[src/rtl/pwm_audio_pkg.sv]
//------------------------------------------------------------------------------
// Module : pwm_audio_pkg
// Brief  : Shared types and defaults for the PWM audio playback path.
// Rev    : 1.0
//------------------------------------------------------------------------------
`default_nettype none

package pwm_audio_pkg;

    localparam int unsigned DEFAULT_DIV        = 3125;
    localparam int unsigned DEFAULT_RAMP_SHIFT = 8;
    localparam int unsigned c_SAMPLE_W         = 16;

    typedef enum logic [1:0] {
        IDLE      = 2'd0,
        RAMP_UP   = 2'd1,
        PLAY      = 2'd2,
        RAMP_DOWN = 2'd3
    } state_t;

endpackage

`default_nettype wire

[src/rtl/pwm_sample_tick.sv]
//------------------------------------------------------------------------------
// Module : pwm_sample_tick
// Brief  : Free-running 0..DIV-1 sample-rate counter with enable and clear.
// Rev    : 1.0
//------------------------------------------------------------------------------
`default_nettype none

module pwm_sample_tick #(
    parameter int unsigned DIV = 3125
) (
    input  logic clk,
    input  logic rst,
    input  logic en,
    input  logic clr,
    output logic tick
);

    localparam int unsigned          c_CNT_W = (DIV > 1) ? $clog2(DIV) : 1;
    localparam logic [c_CNT_W-1:0]   c_LAST  = c_CNT_W'(DIV - 1);

    logic [c_CNT_W-1:0] r_cnt;

    always_ff @(posedge clk or negedge rst) begin
        if (!rst) begin
            r_cnt <= '0;
        end else if (clr) begin
            r_cnt <= '0;
        end else if (en) begin
            r_cnt <= (r_cnt == c_LAST) ? '0 : r_cnt + 1'b1;
        end
    end

    assign tick = (r_cnt == c_LAST);

endmodule

`default_nettype wire

[src/rtl/pwm_playback_sequencer.sv]
//------------------------------------------------------------------------------
// Module : pwm_playback_sequencer
// Brief  : Paces samples at the audio rate with a pop-free gain ramp on
//          start/stop, and flags underrun/overrun towards the PWM stage.
// Rev    : 1.0
//------------------------------------------------------------------------------
`default_nettype none

module pwm_playback_sequencer
    import pwm_audio_pkg::*;
#(
    parameter int unsigned DIV        = DEFAULT_DIV,
    parameter int unsigned RAMP_SHIFT = DEFAULT_RAMP_SHIFT
) (
    input  logic                  clk,
    input  logic                  rst,
    input  logic                  start,
    input  logic                  stop,
    output logic                  busy,
    input  logic [c_SAMPLE_W-1:0] src_data,
    input  logic                  src_valid,
    output logic                  src_rdy,
    output logic [c_SAMPLE_W-1:0] pwm_data,
    output logic                  pwm_valid,
    input  logic                  pwm_rdy,
    output logic [7:0]            underrun_cnt,
    output logic                  overrun
);

    localparam int unsigned        c_G_W    = RAMP_SHIFT + 1;
    localparam int unsigned        c_PROD_W = c_SAMPLE_W + RAMP_SHIFT + 2;
    localparam logic [c_G_W-1:0]   c_GMAX   = {1'b1, {RAMP_SHIFT{1'b0}}};

    state_t                         r_state;
    state_t                         w_state_next;
    logic [c_G_W-1:0]               r_gain;
    logic [c_G_W-1:0]               w_gain_next;
    logic signed [c_SAMPLE_W-1:0]   r_last;
    logic signed [c_SAMPLE_W-1:0]   w_sample;
    logic signed [c_PROD_W-1:0]     w_sample_ext;
    logic signed [c_PROD_W-1:0]     w_gain_ext;
    logic [c_SAMPLE_W-1:0]          w_word;
    logic                           w_active;
    logic                           w_tick;
    logic                           w_emit;

    logic [c_SAMPLE_W-1:0]          r_pwm_data;
    logic                           r_pwm_valid;
    logic [7:0]                     r_underrun_cnt;
    logic                           r_overrun;

    assign w_active = (r_state != IDLE);
    assign w_emit   = w_tick & w_active;

    pwm_sample_tick #(
        .DIV (DIV)
    ) u_tick (
        .clk  (clk),
        .rst  (rst),
        .en   (w_active),
        .clr  (~w_active),
        .tick (w_tick)
    );

    // Fresh sample when offered, otherwise hold the previous one (underrun repeat).
    assign w_sample     = src_valid ? $signed(src_data) : r_last;
    assign w_sample_ext = {{(RAMP_SHIFT + 2){w_sample[c_SAMPLE_W-1]}}, w_sample};
    assign w_gain_ext   = $signed({{c_SAMPLE_W{1'b0}}, 1'b0, w_gain_next});
    assign w_word       = c_SAMPLE_W'((w_sample_ext * w_gain_ext) >>> RAMP_SHIFT);

    always_comb begin
        w_state_next = r_state;
        w_gain_next  = r_gain;
        // Gain steps are clamped so a reversal at either end never wraps.
        unique case (r_state)
            IDLE: begin
                w_gain_next = '0;
                if (start && !stop) w_state_next = RAMP_UP;
            end
            RAMP_UP: begin
                w_gain_next = (r_gain >= c_GMAX) ? c_GMAX : r_gain + 1'b1;
                if (stop)                                  w_state_next = RAMP_DOWN;
                else if (w_tick && (w_gain_next == c_GMAX)) w_state_next = PLAY;
            end
            PLAY: begin
                w_gain_next = c_GMAX;
                if (stop) w_state_next = RAMP_DOWN;
            end
            RAMP_DOWN: begin
                w_gain_next = (r_gain == '0) ? '0 : r_gain - 1'b1;
                if (start && !stop)                      w_state_next = RAMP_UP;
                else if (w_tick && (w_gain_next == '0)) w_state_next = IDLE;
            end
            default: begin
                w_state_next = IDLE;
                w_gain_next  = '0;
            end
        endcase
    end

    always_ff @(posedge clk or negedge rst) begin
        if (!rst) begin
            r_state        <= IDLE;
            r_gain         <= '0;
            r_last         <= '0;
            r_pwm_data     <= '0;
            r_pwm_valid    <= 1'b0;
            r_underrun_cnt <= '0;
            r_overrun      <= 1'b0;
        end else begin
            r_state <= w_state_next;
            if (w_emit) begin
                r_gain      <= w_gain_next;
                r_pwm_data  <= w_word;
                r_pwm_valid <= 1'b1;
                if (r_pwm_valid && !pwm_rdy) r_overrun <= 1'b1;
                if (src_valid) r_last <= w_sample;
                if ((r_state == PLAY) && !src_valid && (r_underrun_cnt != 8'hFF)) begin
                    r_underrun_cnt <= r_underrun_cnt + 8'd1;
                end
            end else if (r_pwm_valid && pwm_rdy) begin
                r_pwm_valid <= 1'b0;
            end
        end
    end

    assign busy         = w_active;
    assign src_rdy      = w_emit & src_valid;
    assign pwm_data     = r_pwm_data;
    assign pwm_valid    = r_pwm_valid;
    assign underrun_cnt = r_underrun_cnt;
    assign overrun      = r_overrun;

endmodule

`default_nettype wire
[config.mk]
export PLATFORM = sky130hd
export DESIGN_NAME = pwm_playback_sequencer
export DESIGN_NICKNAME = d
export VERILOG_FILES = /design/src/rtl/pwm_audio_pkg.sv /design/src/rtl/pwm_sample_tick.sv /design/src/rtl/pwm_playback_sequencer.sv
export SDC_FILE = /design/constraint.sdc
export NUM_CORES = 1
export LEC_CHECK = 0
export CORE_MARGIN = 4
export CORE_UTILIZATION = 40
export CTS_CLUSTER_SIZE = 25
export DETAILED_ROUTE_END_ITERATION = 10
export DONT_BUFFER_PORTS = 1
export SYNTH_ARGS = -nofsm -noshare
export SYNTH_HDL_FRONTEND = slang
export SYNTH_SLANG_ARGS = --single-unit
[constraint.sdc]
create_clock -name clk -period 15.55 [get_ports clk]
set_clock_uncertainty 0.2 [all_clocks]
set_input_delay 1.555 -clock clk [delete_from_list [all_inputs] [get_ports clk]]
set_output_delay 1.555 -clock clk [all_outputs]
set_load 0.02 [all_outputs]
# Word-level counts from Yosys, hierarchy flattened
# Index checks and enable logic that the tools add are counted.
[word_totals] regBits=65 out_inout_bits=28 word_cells=60
[op_classes] muxes=15 multipliers=1 eq_ne=10 bitwise_logic=2 addsub=4 n_lt_le_gt_ge=1 n_reduce_logical=19
[ops] op="9-bit case mux with 4 select lines" n=1
[ops] op="16-bit by 10-bit multiplier with 24-bit output" n=1
[ops] op="12-bit 2-to-1 mux" n=2
[ops] op="9-bit logical NOT" n=2
[ops] op="9-bit 2-to-1 mux" n=2
[ops] op="16-bit 2-to-1 mux" n=1
[ops] op="12-bit by 1-bit adder with 12-bit output, second input constant" n=1
[ops] op="12-bit == test, second input constant" n=1
[ops] op="2-bit 2-to-1 mux" n=6
[ops] op="9-bit by 1-bit adder with 9-bit output, second input constant" n=1
[ops] op="9-bit == test, second input constant" n=1
[ops] op="9-bit >= comparator, second input constant" n=1
[ops] op="9-bit by 1-bit subtractor with 9-bit output, second input constant" n=1
[ops] op="8-bit by 1-bit adder with 8-bit output, second input constant" n=1
[ops] op="8-bit != test, second input constant" n=1
[ops] op="2-bit case mux with 4 select lines" n=1
[ops] op="1-bit logical AND" n=7
[ops] op="3-bit != test, second input constant" n=2
[ops] op="2-bit AND reduction" n=3
[ops] op="2-bit == test, second input constant" n=2
[ops] op="2-bit != test, second input constant" n=2
[ops] op="4-bit AND reduction" n=1
[ops] op="2-bit nonzero test" n=2
[ops] op="1-bit logical NOT" n=3
[ops] op="4 further kinds" n=6

# Depth between registers and ports, before layout
# Gate-level depths: netlist of the first run.
[depth] ltp_word=7 ltp_mapped=30 ltp_nobuf=29

# By module
# From an unflattened synthesis of the first run, not the netlist that was laid out.
[unflattened] cells_unflattened=954 hier_area_um2=8627.0
[modules_own_cells] mod="pwm_playback_sequencer" area_per_inst_um2=7926.4 cells_per_inst=884 instances=1 seq_area_each_um2=1326.3
[modules_own_cells] mod="pwm_sample_tick" area_per_inst_um2=700.7 cells_per_inst=70 instances=1 seq_area_each_um2=300.3

# Worst setup path after synthesis of the first run
# OpenSTA, ideal clock, no wires.
[synth_timing] path_kind="input to register" from="input port src_valid" to="register r_pwm_data[10], in the netlist pwm_data[10]" t_required_ns=15.220 setup_slack_ns=7.790 stages=24 arrival_ns=7.430 setup_ns=0.130 path_cell_list="buf_2 buf_1 clkbuf_1 mux2i_1 nor2_1 fa_1 fa_1 inv_1 fa_1 inv_1 fa_1 inv_1 fa_1 inv_1 ha_1 and3_1 a31oi_1 o211ai_1 a31oi_4 o21ai_2 a31o_2 a21oi_2 xor2_1 o21ai_1"
[synth_between] elab_chain_len=2
[synth_lines] element="start: declaration" line="pwm_playback_sequencer.sv:21" text="input logic src_valid,"
[synth_lines] element="16-bit 2-to-1 mux" line="pwm_playback_sequencer.sv:66" text="assign w_sample = src_valid ? $signed(src_data) : r_last;"
[synth_lines] element="16-bit by 10-bit multiplier with 24-bit output" line="pwm_playback_sequencer.sv:69" text="assign w_word = c_SAMPLE_W'((w_sample_ext * w_gain_ext) >>> RAMP_SHIFT);"
[synth_lines] element="end signal: assignment" line="pwm_playback_sequencer.sv:114" text="r_pwm_data <= w_word;"
[synth_lines] element="end: declaration" line="pwm_playback_sequencer.sv:47" text="logic [c_SAMPLE_W-1:0] r_pwm_data;"
# No other way between the ends.
# A chain may end at the register's enable or synchronous reset.

# Worst setup path after layout of the first run
[layout_timing] from="register r_gain[0]" to="register r_pwm_data[14], in the netlist pwm_data[14]"
[layout_between] elab_chain_len=4 word_cells_on_any_way=8 classes_between="add/sub (2); mul (1); order compare (1); mux (3); reduce/logical (1)"
[layout_lines] element="start: declaration" line="pwm_playback_sequencer.sv:36" text="logic [c_G_W-1:0] r_gain;"
[layout_lines] element="start signal: assignment" line="pwm_playback_sequencer.sv:113" text="r_gain <= w_gain_next;"
[layout_lines] element="9-bit by 1-bit subtractor with 9-bit output (tied with other cells)" line="pwm_playback_sequencer.sv:90" text="w_gain_next = (r_gain == '0) ? '0 : r_gain - 1'b1;"
[layout_lines] element="9-bit 2-to-1 mux (on tied branches)" line="pwm_playback_sequencer.sv:90, pwm_playback_sequencer.sv:81"
[layout_lines] element="9-bit case mux with 4 select lines (*)" line="pwm_playback_sequencer.sv:75" text="unique case (r_state)"
[layout_lines] element="16-bit by 10-bit multiplier with 24-bit output (*)" line="pwm_playback_sequencer.sv:69"
# Every way passes the cells marked *; elsewhere a longest branch is shown, timed or not.

==> reports/qor.txt, run 1 <==
Pleak: 0.00456 µW
Seq pwr share: 30.3%
Buf+Inv Stages, Crit Path: 7
DR WL/cell: 16.4 µm
Total Nets Final: 1,079
Remaining antenna violation count: 0
TritonCTS clock tree: yes
RD Place Congestion: 0.896
Final setup vio count: 0
Core Rows: 52
Sequential element share of the synthesized area: 19.5%
Worst endpoint required time: 15.57 ns
Status: complete, no violations
Clock share of power: 37.6%
Post-DR vias/cell: 5.16
Die ar.: 23,200 µm²
Total grt overflow: 0
Count leader, synth: inv_1
Slew HR: 41.6%
Leading area contributor after synthesis: fa_1
Crit path max fanout: 15
Worst path arrival time: 7.83 ns
Mapped Nets: 1,097
Synth unique cells: 67
Met3 GRT Util: 3.10%
Worst-Margin Slew: 0.851 ns
Fin crit period: 7.82 ns
Initial antenna violation count: 0
Antenna cells: 0
Max capacitance violation total: 0
Layout cells sized above 1: 9.01%
Core Util, Final: 43.7%
Peak VDD IR: 0.0000581 V
Grt met2 use: 29.1%
Unrepaired setup endpoints after global routing: no
Clk_lat worst skew: 0.35 ns
Area delta synth->final: 6.72%
CTS buffer count: 9
GRT Max-Usage Layer: met2
Clk slew on worst S/H paths: 0.07 ns
Number of global-route vias before repair: 6,359
Placement Setup Slack: 7.87 ns
Port bufs: 0
Cell Int Power: 399 µW
Fin. Hold Viols: 0
Worst path top cell family by delay: adder cells
Net switching power: 229 µW
Syn Area/Cell: 9.26 µm²
Vias: 5,973
Switching Share: 36.5%
Mapped Cells: 901
F_max: 128 MHz
Primary FF master, synth: dfrtp_1
Pin count of the biggest net entering global routing: 66
Startpoint types: register
Total power: 628 µW
Post-Syn Area: 8340 µm²
Initial DRC count: 316
Worst min path class: register to register
Drc violations: 0
Total routed wirelength: 18,900 µm
Ys Warns: 0
H-tree Lvls: 3
Combinational share of power: 32.1%
Setup TNS: 0 ns
Top cells by count, synth: 150 x inv_1, 114 x fa_1, 105 x nand2_1, 102 x nor2_1, 65 x dfrtp_1
Tot GR Track Use: 17.2%
CTS root buf: clkbuf_16
EDFF count, synth: 0
Post-CTS setup repair buffer count: 0
Fraction of the cycle the final worst path needs: 50.3%
Clock Sink Count: 65
Kind of critical path: register to register
Cts hold-fix bufs: 0
Power density over the cells: 70.5 nW/µm²
Initial Utilization: 41.0%
Setup crit end kind: register
Max Transition Viols Final: 0
Layout fillers: 1,953
Core ar.: 20,400 µm²
Top cell type's share of synthesized area: 27.4%
Main area contributors after synthesis: fa_1 27%, dfrtp_1 19%, ha_1 9.0%
Vert. Die Dim: 152 µm
Drt first pass iters: 6
First-pass GRT wire length: 32,900 µm
DP HPWL: 14,700 µm
Max incr delay on CP: 0.62 ns
Ports: 50
Worst path slowest cell: a21boi_0
M1 GR Usage: 23.2%
Synth Register Bits: 65
Most frequent CP cell: inv_1
CTS Buffer Depth: 2
CTS resizes: 0
Die W: 152 µm
Final setup margin: 7.73 ns
Fraction of registers with async set/reset: 100%
[layout make-up]
type | instances | area [µm²] | area share [%]
Tap cell | 270 | 338 | 3.79
Sequential cell | 65 | 1630 | 18.3
Clock buffer | 9 | 225 | 2.53
Clock inverter | 7 | 108 | 1.21
Multi-Input combinational cell | 651 | 6000 | 67.4
Inverter | 150 | 563 | 6.32
Timing Repair Buffer | 6 | 45.0 | 0.506
[worst paths after layout]
check | start | to | slack, ns | cells after the start
max in group asynchronous | rst | pwm_data[0] | 14.33 | 0
min | r_last[1] | r_last[1] | 0.31 | 1
max reg2reg | r_gain[0] | pwm_data[14] | 7.73 | 30
min reg2reg | r_last[1] | r_last[1] | 0.31 | 1
min in group asynchronous | rst | underrun_cnt[5] | 0.70 | 0
max | r_gain[0] | pwm_data[14] | 7.73 | 30
[registers in the layout, summed over array words and instances, names as in the netlist]
| name | flops |
|---|---|
| overrun | 1 |
| pwm_data | 16 |
| pwm_valid | 1 |
| r_gain | 9 |
| r_last | 16 |
| r_state | 2 |
| u_tick.r_cnt | 12 |
| underrun_cnt | 8 |
[worst register-to-register path: cells and delay by family, from the launching register on]
kind / cells / cell delay (ns)
AO/OA/AOI/OAI: 11 / 2.31
XOR/XNOR: 1 / 0.18
adder cells (fa/ha/maj): 7 / 3.18
buffers and inverters: 7 / 0.63
flip-flops: 1 / 0.53
AND/OR/NAND/NOR: 4 / 0.65
[through the flow]
stage | std cells | cell area (µm²) | hold slack [ns]
2_1_floorplan | 901 | 8340 | 0.274
3_3_place_gp | 1142 | 8570 | 0.293
3_5_place_dp | 1142 | 8570 | 0.292
4_1_cts | 1158 | 8900 | 0.308
5_1_grt | 1158 | 8900 | 0.324
6_report | 1158 | 8900 | 0.308
[per-layer routing]
| layer | vias up | wire length (µm) | part of all wire [%] |
|---|---|---|---|
| li1 | 2809 | - | - |
| met1 | 3003 | 8580 | 45 |
| met2 | 142 | 9290 | 49 |
| met3 | 19 | 791 | 4.2 |
| met4 | 0 | 284 | 1.5 |
| met5 | - | 0 | 0 |
[cells by family after synthesis]
family	Yosys count	share of synthesized area (%)
and+or+nand+nor	284	15.7
buffers and inverters	185	8.61
adders and majority gates	174	36.4
AOI/OAI and AO/OA	94	7.90
DFF	65	19.5
muxes	51	6.66
xor gates and xnor gates	48	5.22
[power groups by stage]
stage	combinational, µW	clock (µW)	sequential (µW)
2_1_floorplan	162	0	191
3_3_place_gp	202	0	193
3_5_place_dp	202	0	194
5_1_grt	228	249	192
6_report	202	236	190
4_1_cts	203	242	190
[cells in the final DEF, fill, tap and decap left out, types with 2 or more instances in the layout]
| cell type | instances |
|---|---|
| a211oi_1 | 2 |
| a21o_1 | 9 |
| a21oi_1 | 16 |
| a221oi_1 | 2 |
| a22oi_1 | 2 |
| a31oi_1 | 2 |
| a31oi_4 | 2 |
| and3_1 | 5 |
| buf_4 | 6 |
| bufinv_16 | 2 |
| clkbuf_16 | 9 |
| dfrtp_1 | 65 |
| fa_1 | 114 |
| ha_1 | 60 |
| inv_1 | 150 |
| inv_6 | 2 |
| inv_8 | 2 |
| mux2_2 | 32 |
| mux2i_1 | 18 |
| nand2_1 | 105 |
| nand2b_1 | 16 |
| nand3_1 | 13 |
| nand4_1 | 8 |
| nor2_1 | 102 |
| nor2b_1 | 6 |
| nor3_1 | 3 |
| nor4_2 | 2 |
| o211ai_1 | 3 |
| o21a_1 | 2 |
| o21ai_0 | 26 |
| o21ai_1 | 7 |
| o21ai_2 | 2 |
| o21bai_1 | 2 |
| o22ai_1 | 2 |
| o31ai_1 | 3 |
| or2_2 | 5 |
| or3_1 | 5 |
| xnor2_1 | 26 |
| xor2_1 | 21 |
Power figures use the tool's default switching activity.
==> inputs of run 2 (changes only) <==
==> constraint.sdc (replaced) <==
create_clock -name clk -period 6.53 [get_ports clk]
set_clock_uncertainty 0.2 [all_clocks]
set_input_delay 0.653 -clock clk [delete_from_list [all_inputs] [get_ports clk]]
set_output_delay 0.653 -clock clk [all_outputs]
set_load 0.02 [all_outputs]
==> reports/qor.txt, run 2 (same netlist as run 1, synthesis figures left out) <==
Worst path arrival time: 6.51 ns (was 7.83 ns)
Buf+Inv Stages, Crit Path: 5 (was 7)
Core ar.: 20,400 µm² (unchanged)
Net switching power: 612 µW (was 229 µW)
Area after DPL: 9320 µm² (was 8570 µm²)
Total Nets Final: 1,193 (was 1,079)
Peak VDD IR: 0.000130 V (was 0.0000581 V)
Fin. Hold Viols: 0 (unchanged)
TritonCTS clock tree: yes (unchanged)
CTS buffer count: 9 (unchanged)
Kind of critical path: register to register (unchanged)
Ports: 50 (unchanged)
First-pass GRT wire length: 34,800 µm (was 32,900 µm)
Placement Setup Slack: -0.215 ns (was 7.87 ns)
Drt first pass iters: 4 (was 6)
Startpoint types: register (unchanged)
Unrepaired setup endpoints after global routing: yes (was no)
HP Start: pwm_rdy (was r_last[1])
Tot GR Track Use: 18.5% (was 17.2%)
Drc violations: 0 (unchanged)
Clock share of power: 32.6% (was 37.6%)
Number of global-route vias before repair: 6,775 (was 6,359)
CTS root buf: clkbuf_16 (unchanged)
Final hold slack: 0.188 ns (was 0.308 ns)
Area delta synth->final: 21.8% (was 6.72%)
Pleak: 0.00516 µW (was 0.00456 µW)
Leading cell type in the layout, fill and taps excluded: inv_1 (unchanged)
Remaining antenna violation count: 0 (unchanged)
Fraction of the cycle the final worst path needs: 99.3% (was 50.3%)
Max incr delay on CP: 0.59 ns (was 0.62 ns)
Switching Share: 37.7% (was 36.5%)
Source of the critical timing path: r_gain[2] (was r_gain[0])
Slew HR: 54.9% (was 41.6%)
Cell Int Power: 1010 µW (was 399 µW)
Final setup vio count: 0 (unchanged)
Layout cells sized above 1: 25.5% (was 9.01%)
Port bufs: 0 (unchanged)
Initial antenna violation count: 0 (unchanged)
Worst r2r src: r_gain[2] (was r_gain[0])
Setup crit end kind: register (unchanged)
Layout fillers: 1,837 (was 1,953)
Combinational share of power: 39.5% (was 32.1%)
Worst min path class: input port to register (was register to register)
Most frequent CP cell: fa_1 (was inv_1)
Seq pwr share: 27.9% (was 30.3%)
Status: complete, no violations (unchanged)
Crit path max fanout: 5 (was 15)
H-tree Lvls: 3 (unchanged)
Final setup margin: 0.0428 ns (was 7.73 ns)
Core Util, Final: 49.9% (was 43.7%)
Highest metal used: met4 (unchanged)
Vias: 6,416 (was 5,973)
Max capacitance violation total: 0 (unchanged)
Commonest cells after routing, fill and taps aside: 136 x inv_1, 112 x fa_1, 109 x buf_4 (was 150 x inv_1, 114 x fa_1, 105 x nand2_1)
Max Transition Viols Final: 0 (unchanged)
WL met2: 10,100 µm (was 9290 µm)
Clock Sink Count: 65 (unchanged)
Vert. Die Dim: 152 µm (unchanged)
Met3 wire len: 941 µm (was 791 µm)
F_max: 154 MHz (was 128 MHz)
Worst path top cell family by delay: adder cells (unchanged)
Antenna cells: 0 (unchanged)
Die ar.: 23,200 µm² (unchanged)
Clk_lat worst skew: 0.36 ns (was 0.35 ns)
Pin count of the biggest net entering global routing: 66 (unchanged)
Worst endpoint required time: 6.55 ns (was 15.57 ns)
Core Rows: 52 (unchanged)
Total grt overflow: 0 (unchanged)
DR WL/cell: 16.5 µm (was 16.4 µm)
Post-DR vias/cell: 5.04 (was 5.16)
Fin crit period: 6.49 ns (was 7.82 ns)
Initial Utilization: 41.0% (unchanged)
Die W: 152 µm (unchanged)
Total routed wirelength: 21,000 µm (was 18,900 µm)
CTS Buffer Depth: 2 (unchanged)
Finished Cell Area: 10,200 µm² (was 8900 µm²)
Power density over the cells: 160 nW/µm² (was 70.5 nW/µm²)
DP HPWL: 16,000 µm (was 14,700 µm)
Worst path slowest cell: or4_4 (was a21boi_0)
Clk slew on worst S/H paths: 0.07 ns (about the same)
RD Place Congestion: 0.920 (was 0.896)
WL met1: 9450 µm (was 8580 µm)
Initial DRC count: 334 (was 316)
Worst-Margin Slew: 0.658 ns (was 0.851 ns)
-- run 2: what timing repair did --
action | CTS | global route
hold buffers | 2 | 0
endpoints found under the hold margin | 65 | 0
endpoints found under the setup margin | 10 | 13
resized for setup | 14 | 57
pin swaps | 23 | 99
buffers inserted | 11 | 16
-- run 2: worst paths after layout --
| path | slack (ns) | to | cells past startpoint |
|---|---|---|---|
| worst max-delay path | 0.04 | pwm_data[14] | 26 |
| worst min-delay path | 0.19 | overrun | 1 |
| worst max register to register | 0.04 | pwm_data[14] | 26 |
| worst min register to register | 0.31 | r_last[1] | 1 |
| max in group asynchronous | 5.15 | r_gain[0] | 2 |
| min in group asynchronous | 0.70 | r_last[3] | 2 |
-- run 2: metal layers --
layer	GRT usage, %	vias up
met1	25.0	3203
met3	4.15	35
li1	-	3034
met5	0	-
met4	4.62	0
met2	30.3	144
-- run 2: layout make-up --
cell class	instances	area [µm²]	share of cell area, %
clock buffer	9	225	2.22
clock inverter	7	83.8	0.825
inverter	150	563	5.54
multi-input combinational	651	6320	62.2
sequential	65	1630	16.1
tap	270	338	3.32
timing repair buffer	120	1000	9.85
-- run 2: power by group through the flow --
stage	Clock, µW	Sequential (µW)	Combinational, µW
final	530	454	641
after global routing	560	456	705
after CTS	544	452	606
after detailed placement	0	460	582
after global placement	0	459	579
after floorplan	0	454	391
-- run 2: metrics by stage --
step	TNS [ns]	cells	total power, µW
floorplan	0	901	845
global placement	-0.620	1229	1040
detailed placement	-1.05	1229	1040
CTS	0	1258	1600
global route	-1.25	1272	1720
finish	0	1272	1630
-- run 2: worst register-to-register path: stages, from the launching register on --
cell	delay, ns
dfrtp_2	0.43
or4_4	0.59
buf_6	0.14
o21ai_2	0.14
o22ai_1	0.09
nor2_1	0.11
or3_4	0.17
nor2_2	0.06
fa_2	0.40
fa_1	0.57
inv_2	0.05
fa_1	0.53
inv_1	0.05
fa_1	0.49
inv_2	0.04
fa_1	0.51
inv_2	0.05
ha_4	0.20
and3_4	0.18
a31oi_4	0.16
o211ai_1	0.16
a31oi_4	0.26
o21a_4	0.20
o211ai_4	0.10
a31oi_4	0.24
xor2_1	0.18
o21ai_1	0.07
